===== config.mk =====
export PLATFORM = sky130hd
export DESIGN_NAME = sipo_deserializer_flat
export DESIGN_NICKNAME = d
export VERILOG_FILES = /design/src/rtl/sipo_deserializer_if.sv /design/src/rtl/sipo_deserializer.sv /design/src/flat_wrapper.sv
export SDC_FILE = /design/constraint.sdc
export NUM_CORES = 1
export LEC_CHECK = 0
export CORE_MARGIN = 2
export CORE_UTILIZATION = 39
export CTS_CLUSTER_SIZE = 20
export DETAILED_ROUTE_END_ITERATION = 7
export PLACE_DENSITY_LB_ADDON = 0.2
export RECOVER_POWER = 25
export SYNTH_ARGS = -nofsm -noshare
export SYNTH_HDL_FRONTEND = slang
export SYNTH_SLANG_ARGS = --single-unit
export TNS_END_PERCENT = 100

===== constraint.sdc =====
create_clock -name clk -period 1.1 [get_ports clk]
set_input_delay 0.22 -clock clk [delete_from_list [all_inputs] [get_ports clk]]
set_output_delay 0.22 -clock clk [all_outputs]
set_load 0.01 [all_outputs]

===== src/rtl/sipo_deserializer_if.sv =====
// Serial receive link bundle: serial/control inputs and the parallel word handshake.
interface sipo_deserializer_if #(
    parameter  int unsigned WIDTH = 4,
    localparam int unsigned CNT_W = $clog2(WIDTH)
);
    logic             shift_en;
    logic             data_in;
    logic             frame_clr;
    logic             out_ready;
    logic             clr_ovr;
    logic [WIDTH-1:0] data_out;
    logic             out_valid;
    logic             overrun;
    logic [CNT_W-1:0] bit_cnt;

    modport master (
        output shift_en, data_in, frame_clr, out_ready, clr_ovr,
        input  data_out, out_valid, overrun, bit_cnt
    );

    modport slave (
        input  shift_en, data_in, frame_clr, out_ready, clr_ovr,
        output data_out, out_valid, overrun, bit_cnt
    );
endinterface


===== src/rtl/sipo_deserializer.sv =====
// Serial-in parallel-out receiver: MSB-first word assembly into a holding register
// with valid/ready handoff and a sticky overrun flag.
module sipo_deserializer #(
    parameter  int unsigned WIDTH = 4,
    localparam int unsigned CNT_W = $clog2(WIDTH)
) (
    input logic                clk,
    input logic                reset,
    sipo_deserializer_if.slave s_bus
);
    typedef enum logic {StEmpty, StFull} state_t;

    state_t           r_state;
    logic [WIDTH-1:0] r_sreg;
    logic [CNT_W-1:0] r_bit_cnt;
    logic [WIDTH-1:0] r_data_out;
    logic             r_out_valid;
    logic             r_overrun;

    logic             w_sample;
    logic             w_last;
    logic [WIDTH-1:0] w_word;

    // frame_clr takes priority, so a bit on an abort cycle never counts.
    assign w_sample = s_bus.shift_en & ~s_bus.frame_clr;
    assign w_last   = w_sample && (r_bit_cnt == CNT_W'(WIDTH - 1));
    assign w_word   = {r_sreg[WIDTH-2:0], s_bus.data_in};

    always_ff @(posedge clk) begin
        if (!reset) begin
            r_state     <= StEmpty;
            r_sreg      <= '0;
            r_bit_cnt   <= '0;
            r_data_out  <= '0;
            r_out_valid <= 1'b0;
            r_overrun   <= 1'b0;
        end else begin
            if (s_bus.frame_clr) begin
                r_sreg    <= '0;
                r_bit_cnt <= '0;
            end else if (s_bus.shift_en) begin
                r_sreg    <= w_word;
                r_bit_cnt <= w_last ? '0 : r_bit_cnt + CNT_W'(1);
            end

            if (s_bus.clr_ovr) begin
                r_overrun <= 1'b0;
            end

            case (r_state)
                StEmpty: begin
                    if (w_last) begin
                        r_data_out  <= w_word;
                        r_out_valid <= 1'b1;
                        r_state     <= StFull;
                    end
                end
                StFull: begin
                    if (s_bus.out_ready) begin
                        if (w_last) begin
                            r_data_out <= w_word;
                        end else begin
                            r_out_valid <= 1'b0;
                            r_state     <= StEmpty;
                        end
                    end else if (w_last) begin
                        // Word is dropped; this assignment overrides a same-cycle clr_ovr.
                        r_overrun <= 1'b1;
                    end
                end
                default: begin
                    r_state     <= StEmpty;
                    r_out_valid <= 1'b0;
                end
            endcase
        end
    end

    assign s_bus.data_out  = r_data_out;
    assign s_bus.out_valid = r_out_valid;
    assign s_bus.overrun   = r_overrun;
    assign s_bus.bit_cnt   = r_bit_cnt;
endmodule

===== src/flat_wrapper.sv =====
// flat-port wrapper written by rule: the top's interface ports become plain ports
module sipo_deserializer_flat 
#(
    parameter  int unsigned WIDTH = 4,
    localparam int unsigned CNT_W = $clog2(WIDTH)
)
  (clk, reset, s_bus_shift_en, s_bus_data_in, s_bus_frame_clr, s_bus_out_ready, s_bus_clr_ovr, s_bus_data_out, s_bus_out_valid, s_bus_overrun, s_bus_bit_cnt);
  sipo_deserializer_if #(.WIDTH(WIDTH)) s_bus_i ();
  input logic clk;
  input logic reset;
  input wire logic [$bits(s_bus_i.shift_en)-1:0] s_bus_shift_en;
  input wire logic [$bits(s_bus_i.data_in)-1:0] s_bus_data_in;
  input wire logic [$bits(s_bus_i.frame_clr)-1:0] s_bus_frame_clr;
  input wire logic [$bits(s_bus_i.out_ready)-1:0] s_bus_out_ready;
  input wire logic [$bits(s_bus_i.clr_ovr)-1:0] s_bus_clr_ovr;
  output wire logic [$bits(s_bus_i.data_out)-1:0] s_bus_data_out;
  output wire logic [$bits(s_bus_i.out_valid)-1:0] s_bus_out_valid;
  output wire logic [$bits(s_bus_i.overrun)-1:0] s_bus_overrun;
  output wire logic [$bits(s_bus_i.bit_cnt)-1:0] s_bus_bit_cnt;
  assign s_bus_i.shift_en = s_bus_shift_en;
  assign s_bus_i.data_in = s_bus_data_in;
  assign s_bus_i.frame_clr = s_bus_frame_clr;
  assign s_bus_i.out_ready = s_bus_out_ready;
  assign s_bus_i.clr_ovr = s_bus_clr_ovr;
  assign s_bus_data_out = s_bus_i.data_out;
  assign s_bus_out_valid = s_bus_i.out_valid;
  assign s_bus_overrun = s_bus_i.overrun;
  assign s_bus_bit_cnt = s_bus_i.bit_cnt;
  sipo_deserializer #(.WIDTH(WIDTH)) u_core (.clk(clk), .reset(reset), .s_bus(s_bus_i));
endmodule

==> flow_metrics.py, run 1 <==
metrics = {
    "global_routing": {
        "grt_antenna_before_repair": 0,
        "grt_pass1_wl_um": 1340,
        "overflow": 0,
        "grt_max_degree": 9,
        "grt_pass1_vias": 339,
        "grtUsageTotal_pct": 13.5,
    },
    "yosys": {
        "syn-num-nets": 59,
        "synth-seq-cells": 12,
        "synthAdderAreaFrac_pct": 2.43,
        "synthSimpleGateAreaFrac_pct": 22.9,
        "synth_top_family_by_area": "simple AND/OR/NAND/NOR gates",
        "seq_area_frac_synth_pct": 46.7,
        "syn_area_um2": 514,
        "synthXorXnorAreaFrac_pct": 0,
        "ys_warn_count": 0,
        "postSynthAreaPerCell_um2": 10.1,
        "muxShareOfSynthArea_pct": 15.6,
        "synthCells": 51,
        "synthDistinctLibCells": 18,
        "synth-compound-area-share_pct": 5.60,
    },
    "die": {
        "initial_core_util_pct": 40.5,
        "ios": 15,
        "die_area_um2": 1620,
        "core_um2": 1270,
        "die_w_um": 40.3,
        "die_h_um": 40.3,
        "num_rows": 13,
    },
    "flow_run": {
        "maxCapViolCount": 0,
    },
    "timing": {
        "max_freq_mhz": 931,
        "period_share_pct": 97.6,
        "fin_crit_ns": 1.07,
        "finalSetupViolations": 0,
        "rsz0062_at_grt": "true",
        "finalMaxSlewViolations": 0,
        "finClkSkew_ns": 0.00375,
        "tns_ns": 0,
        "slew_headroom_pct": 87.9,
        "tightestPinTransition_ns": 0.182,
        "hold_viol": 0,
        "hold_ws_ns": 0.460,
    },
    "clocking": {
        "cts_sinks": 12,
        "cts_buffers": 3,
        "cts_buffer_depth": 2,
        "hold_buffers": 0,
        "cts-root-buf": "clkbuf_4",
        "cts_tree": "yes",
        "clk_latency_ns": 0.27,
        "htree_levels": 1,
        "clk_pin_slew_ns": 0.07,
    },
    "power": {
        "ir_drop_mv": 0.891,
        "powerDensity_nw_per_um2": 1210,
        "leakage_nw": 0.322,
    },
    "worst_setup_path": {
        "critPathRequiredTime_ns": 1.30,
        "crit_arrival_ns": 1.27,
        "cp_slowest_cell": "dfxtp_4",
        "end_kind": "flip-flop",
        "path_class": "flip-flop to flip-flop",
        "cp_max_fo": 4,
        "worstPathCellList": "ha_4 > nand3b_4 > nor2b_4 > mux2i_1",
        "slowest_delay_ns": 0.37,
        "start_kind": "flip-flop",
    },
    "placed_design": {
        "detailed_place_hpwl_um": 635,
        "gp_congestion": 0.692,
        "io_buffers": 14,
    },
    "outcome": {
        "status": "finished clean",
    },
    "drt": {
        "drc": 0,
        "drt-pass1-iter-count": 4,
        "drt-vias-per-instance": 4.74,
        "initialDrtViolationCount": 5,
        "ant_nets": 0,
        "drt_wl_total_um": 859,
        "via_count": 412,
        "wl_per_cell_um": 9.87,
    },
    "layout": {
        "post-route-util_pct": 55.5,
        "drive_gt1_share_pct": 29.2,
        "nNetsFinal": 81,
        "antennaDiodeCount": 0,
        "syn_to_final_growth_pct": 37.0,
    },
    "worst_hold_path": {
        "hold_class": "flip-flop to flip-flop",
    },
}
## through the flow
step                power [mW]  worst slack (ns)  instance area [um^2]  std cells
floorplan                0.485            0.0375                   529         51
global placement         0.523            -0.243                   698         82
detailed placement       0.523            -0.250                   698         82
CTS                      0.874          -0.00868                   732         87
global route             0.894           -0.0655                   704         87
finish                   0.854            0.0260                   704         87
## cells in the final DEF (no fill, tap or decap)
cell type	synthesis	final
buf_4	0	6
a21oi_1	1	1
clkbuf_2	0	5
clkbuf_8	0	1
clkbuf_1	0	2
dfxtp_4	0	2
nand2_1	8	8
mux2i_1	8	8
clkdlybuf4s50_1	0	6
nor2b_4	1	1
clkbuf_4	0	3
nand3_1	1	1
a21boi_0	1	1
dfxtp_1	12	10
inv_1	2	2
nor2_1	6	6
buf_2	1	1
nor3b_1	1	1
and2_1	1	1
ha_4	0	1
nand3b_4	1	1
nand2b_1	2	2
o22ai_1	1	1
o211a_1	1	1
## worst max-delay path: cells and delay by family, from the launching register on
family                   cells  cell delay, ns
adder cells (fa/ha/maj)      1            0.15
flip-flops                   1            0.37
multiplexers                 1            0.20
AND/OR/NAND/NOR              2            0.29
## sequential cells by signal, summed over array words and instances, names as in the netlist
signal,flops
u_core.s_bus.data_out,4
u_core.r_sreg,3
u_core.s_bus.bit_cnt,2
u_core.r_state,1
u_core.s_bus.out_valid,1
u_core.s_bus.overrun,1
## area by class of cell
class | instances | area (um^2)
clock buffer | 4 | 36.3
multi-input combinational | 34 | 251
timing repair buffer | 20 | 143
sequential | 12 | 248
fill | 122 | 564
inverter | 2 | 7.51
tap | 15 | 18.8
## what timing repair did
| action | CTS | global route |
|---|---|---|
| pin swaps | 1 | 1 |
| gates resized for setup | 14 | 13 |
| cloned | 0 | 0 |
| setup endpoints to repair | 11 | 13 |
| setup buffers | 1 | 0 |
## kinds of logic after synthesis
kind of cell | count (synthesis)
AOI/OAI and AO/OA | 4
adders and majority gates | 1
buffers and inverters | 5
DFF | 12
muxes | 8
and+or+nand+nor | 21
## synthesized netlist by cell type
library cell / count / area share, %
nand2_1: 8 / 5.8
nand2b_1: 2 / 2.4
nor2b_4: 1 / 2.7
mux2i_1: 8 / 16
and2_1: 1 / 1.2
nor3b_1: 1 / 1.5
ha_1: 1 / 2.4
a21boi_0: 1 / 1.5
inv_1: 2 / 1.5
o22ai_1: 1 / 1.2
a21oi_1: 1 / 0.97
o211a_1: 1 / 1.9
nor2_1: 6 / 4.4
dfxtp_1: 12 / 47
buf_6: 2 / 4.4
nand3_1: 1 / 0.97
nand3b_4: 1 / 3.9
buf_2: 1 / 0.97
## worst paths after layout
path	cells past startpoint	to	startpoint	slack, ns
min	2	u_core.s_bus.data_out[2]	u_core.s_bus.data_out[2]	0.46
max reg2reg	4	u_core.s_bus.data_out[3]	u_core.s_bus.bit_cnt[1]	0.03
max	4	u_core.s_bus.data_out[3]	u_core.s_bus.bit_cnt[1]	0.03
min reg2reg	2	u_core.s_bus.data_out[2]	u_core.s_bus.data_out[2]	0.46
## where the power goes
group / total, mW / switching, mW / internal [mW]
Combinational: 0.0682 / 0.0262 / 0.0420
Sequential: 0.438 / 0.00366 / 0.435
Clock: 0.347 / 0.146 / 0.201
Total: 0.854 / 0.176 / 0.678
## metal layers
layer,up-vias,global-route usage (%),part of all wire [%]
met5,-,0,0
met4,0,5.00,1.6
met3,2,10.0,6.3
met2,11,22.2,49
met1,189,13.0,43
li1,210,-,-
No activity file was read; power rests on OpenSTA's default activity.
==> inputs of run 2 (changes only) <==
--- a/config.mk
+++ b/config.mk
@@ -5,12 +5,14 @@
 export SDC_FILE = /design/constraint.sdc
 export NUM_CORES = 1
 export LEC_CHECK = 0
-export CORE_MARGIN = 2
-export CORE_UTILIZATION = 39
+export CORE_AREA = 2 2 39 41
+export CTS_BUF_LIST = sky130_fd_sc_hd__clkbuf_8
 export CTS_CLUSTER_SIZE = 20
 export DETAILED_ROUTE_END_ITERATION = 7
+export DIE_AREA = 0 0 41 43
 export PLACE_DENSITY_LB_ADDON = 0.2
 export RECOVER_POWER = 25
+export SKIP_CTS_REPAIR_TIMING = 1
 export SYNTH_ARGS = -nofsm -noshare
 export SYNTH_HDL_FRONTEND = slang
 export SYNTH_SLANG_ARGS = --single-unit
==> flow_metrics.py, run 2 (synthesis results as in run 1) <==
metrics = {
    "power": {
        "pwr-share-seq_pct": 44.9,
        "ir_drop_mv": 0.705,
        "leakage_nw": 0.498,
        "swShare_pct": 19.0,
        "p_comb_share_pct": 6.9,
        "powerDensity_nw_per_um2": 1220,
        "p_int_uw": 793,
        "total_power_uw": 979,
        "p_sw_uw": 186,
        "clock_power_share_pct": 48.2,
    },
    "worst_setup_path": {
        "worstPathCellList": "ha_4 > nand3b_4 > nor2b_4 > mux2i_1",
        "r2r_slack_ns": 0.03,
        "cp_max_fo": 4,
        "slowest_delay_ns": 0.36,
        "path_class": "flip-flop to flip-flop",
        "critPathRequiredTime_ns": 1.26,
        "r2r_end": "u_core.s_bus.data_out[2]",
        "rr_startpoint": "u_core.s_bus.bit_cnt[0]",
        "crit_arrival_ns": 1.24,
        "start_kind": "flip-flop",
        "cp_slowest_cell": "dfxtp_4",
        "rr_worst_depth": 4,
        "end_kind": "flip-flop",
    },
    "drt": {
        "drt-pass1-iter-count": 1,
        "drc": 0,
        "initialDrtViolationCount": 0,
        "drt_wl_total_um": 866,
        "ant_nets": 0,
        "drt-vias-per-instance": 4.36,
        "wl_per_cell_um": 9.84,
        "via_count": 384,
    },
    "timing": {
        "rsz0062_at_grt": "true",
        "finalMaxSlewViolations": 0,
        "finClkSkew_ns": 0.00146,
        "setup_ws_ns": 0.0268,
        "period_share_pct": 97.6,
        "tns_ns": 0,
        "finalSetupViolations": 0,
        "slew_headroom_pct": 91.1,
        "tightestPinTransition_ns": 0.130,
        "hold_ws_ns": 0.325,
        "max_freq_mhz": 932,
        "hold_viol": 0,
        "fin_crit_ns": 1.07,
    },
    "worst_hold_path": {
        "hold_depth": 3,
        "hold_class": "input pin to flip-flop",
        "min_to": "u_core.s_bus.out_valid",
        "hp-start": "s_bus_out_ready",
    },
    "global_routing": {
        "grt_max_degree": 12,
        "grtUsageTotal_pct": 11.7,
        "grt_pass1_wl_um": 1320,
        "grt_antenna_before_repair": 0,
        "grt_pass1_vias": 339,
        "overflow": 0,
    },
    "outcome": {
        "status": "finished clean",
    },
    "placed_design": {
        "post_dp_cell_area_um2": 692,
        "io_buffers": 14,
        "gp_congestion": 0.702,
        "dpl.cell_count": 82,
        "place_ws_ns": -0.259,
        "detailed_place_hpwl_um": 647,
    },
    "layout": {
        "nNetsFinal": 81,
        "largest_reg_flops": 4,
        "syn_to_final_growth_pct": 55.5,
        "instances_no_fill": 88,
        "antennaDiodeCount": 0,
        "post-route-util_pct": 57.8,
        "drive_gt1_share_pct": 22.2,
        "fin_area_um2": 800,
        "final_cell_mix": "dlymetal6s2s_1, dfxtp_1, mux2i_1, nand2_1",
        "nFillCells": 112,
    },
    "die": {
        "num_rows": 14,
        "ios": 15,
        "die_h_um": 43,
        "core_um2": 1380,
        "initial_core_util_pct": 37.2,
        "die_area_um2": 1760,
        "die_w_um": 41,
    },
    "clocking": {
        "cts-root-buf": "clkbuf_8",
        "htree_levels": 1,
        "cts_tree": "yes",
        "clk_pin_slew_ns": 0.05,
        "clk_latency_ns": 0.24,
        "cts_buffer_depth": 2,
        "cts_sinks": 12,
        "cts_buffers": 3,
    },
    "flow_run": {
        "maxCapViolCount": 0,
    },
}
## run 2: cell count changes in the layout (fill, tap and decap cells not counted), sizes merged
cell	previous run	this run
dlymetal6s2s	0	10
clkbuf	11	4
clkdlybuf4s50	6	4
buf	7	6
## run 2: how the worst max path moves through the flow
stage,start,to,slack (ns),cells past startpoint
2_1_floorplan,u_core.s_bus.bit_cnt[0],u_core.s_bus.data_out[0],0.04,5
3_3_place_gp,s_bus_shift_en,u_core.s_bus.data_out[2],-0.26,4
3_5_place_dp,s_bus_shift_en,u_core.s_bus.data_out[2],-0.26,4
4_1_cts,u_core.s_bus.bit_cnt[1],s_bus_bit_cnt[1],-0.27,1
5_1_grt,u_core.s_bus.bit_cnt[0],u_core.s_bus.data_out[2],-0.02,4
6_report,u_core.s_bus.bit_cnt[0],u_core.s_bus.data_out[2],0.03,4
## run 2: routing by layer
layer  wire [um]  vias up  GRT usage, %
met2         394        8          15.9
met3          49        2          4.71
li1            -      207             -
met5           0        -             0
met1         413      167          13.4
met4           9        0          10.0
## run 2: critical path, delay by kind of cell, from the launching register on
family	cells	cell delay (ns)
simple gates	2	0.28
mux	1	0.21
flops	1	0.36
fa+ha+maj	1	0.14
## run 2: final cells by class
type / count / area (um^2) / share of cell area (%)
inverter: 2 / 7.51 / 0.939
tap: 16 / 20.0 / 2.50
timing repair buffer: 20 / 210 / 26.3
multi-input combinational: 34 / 259 / 32.4
clock buffer: 4 / 55.1 / 6.89
sequential: 12 / 248 / 31.0
## run 2: power groups by stage
stage | Sequential, mW | Clock (mW) | Combinational (mW)
floorplan | 0.453 | 0 | 0.0319
global placement | 0.452 | 0 | 0.0680
detailed placement | 0.453 | 0 | 0.0679
CTS | 0.443 | 0.485 | 0.0684
global route | 0.440 | 0.504 | 0.0738
finish | 0.440 | 0.472 | 0.0674
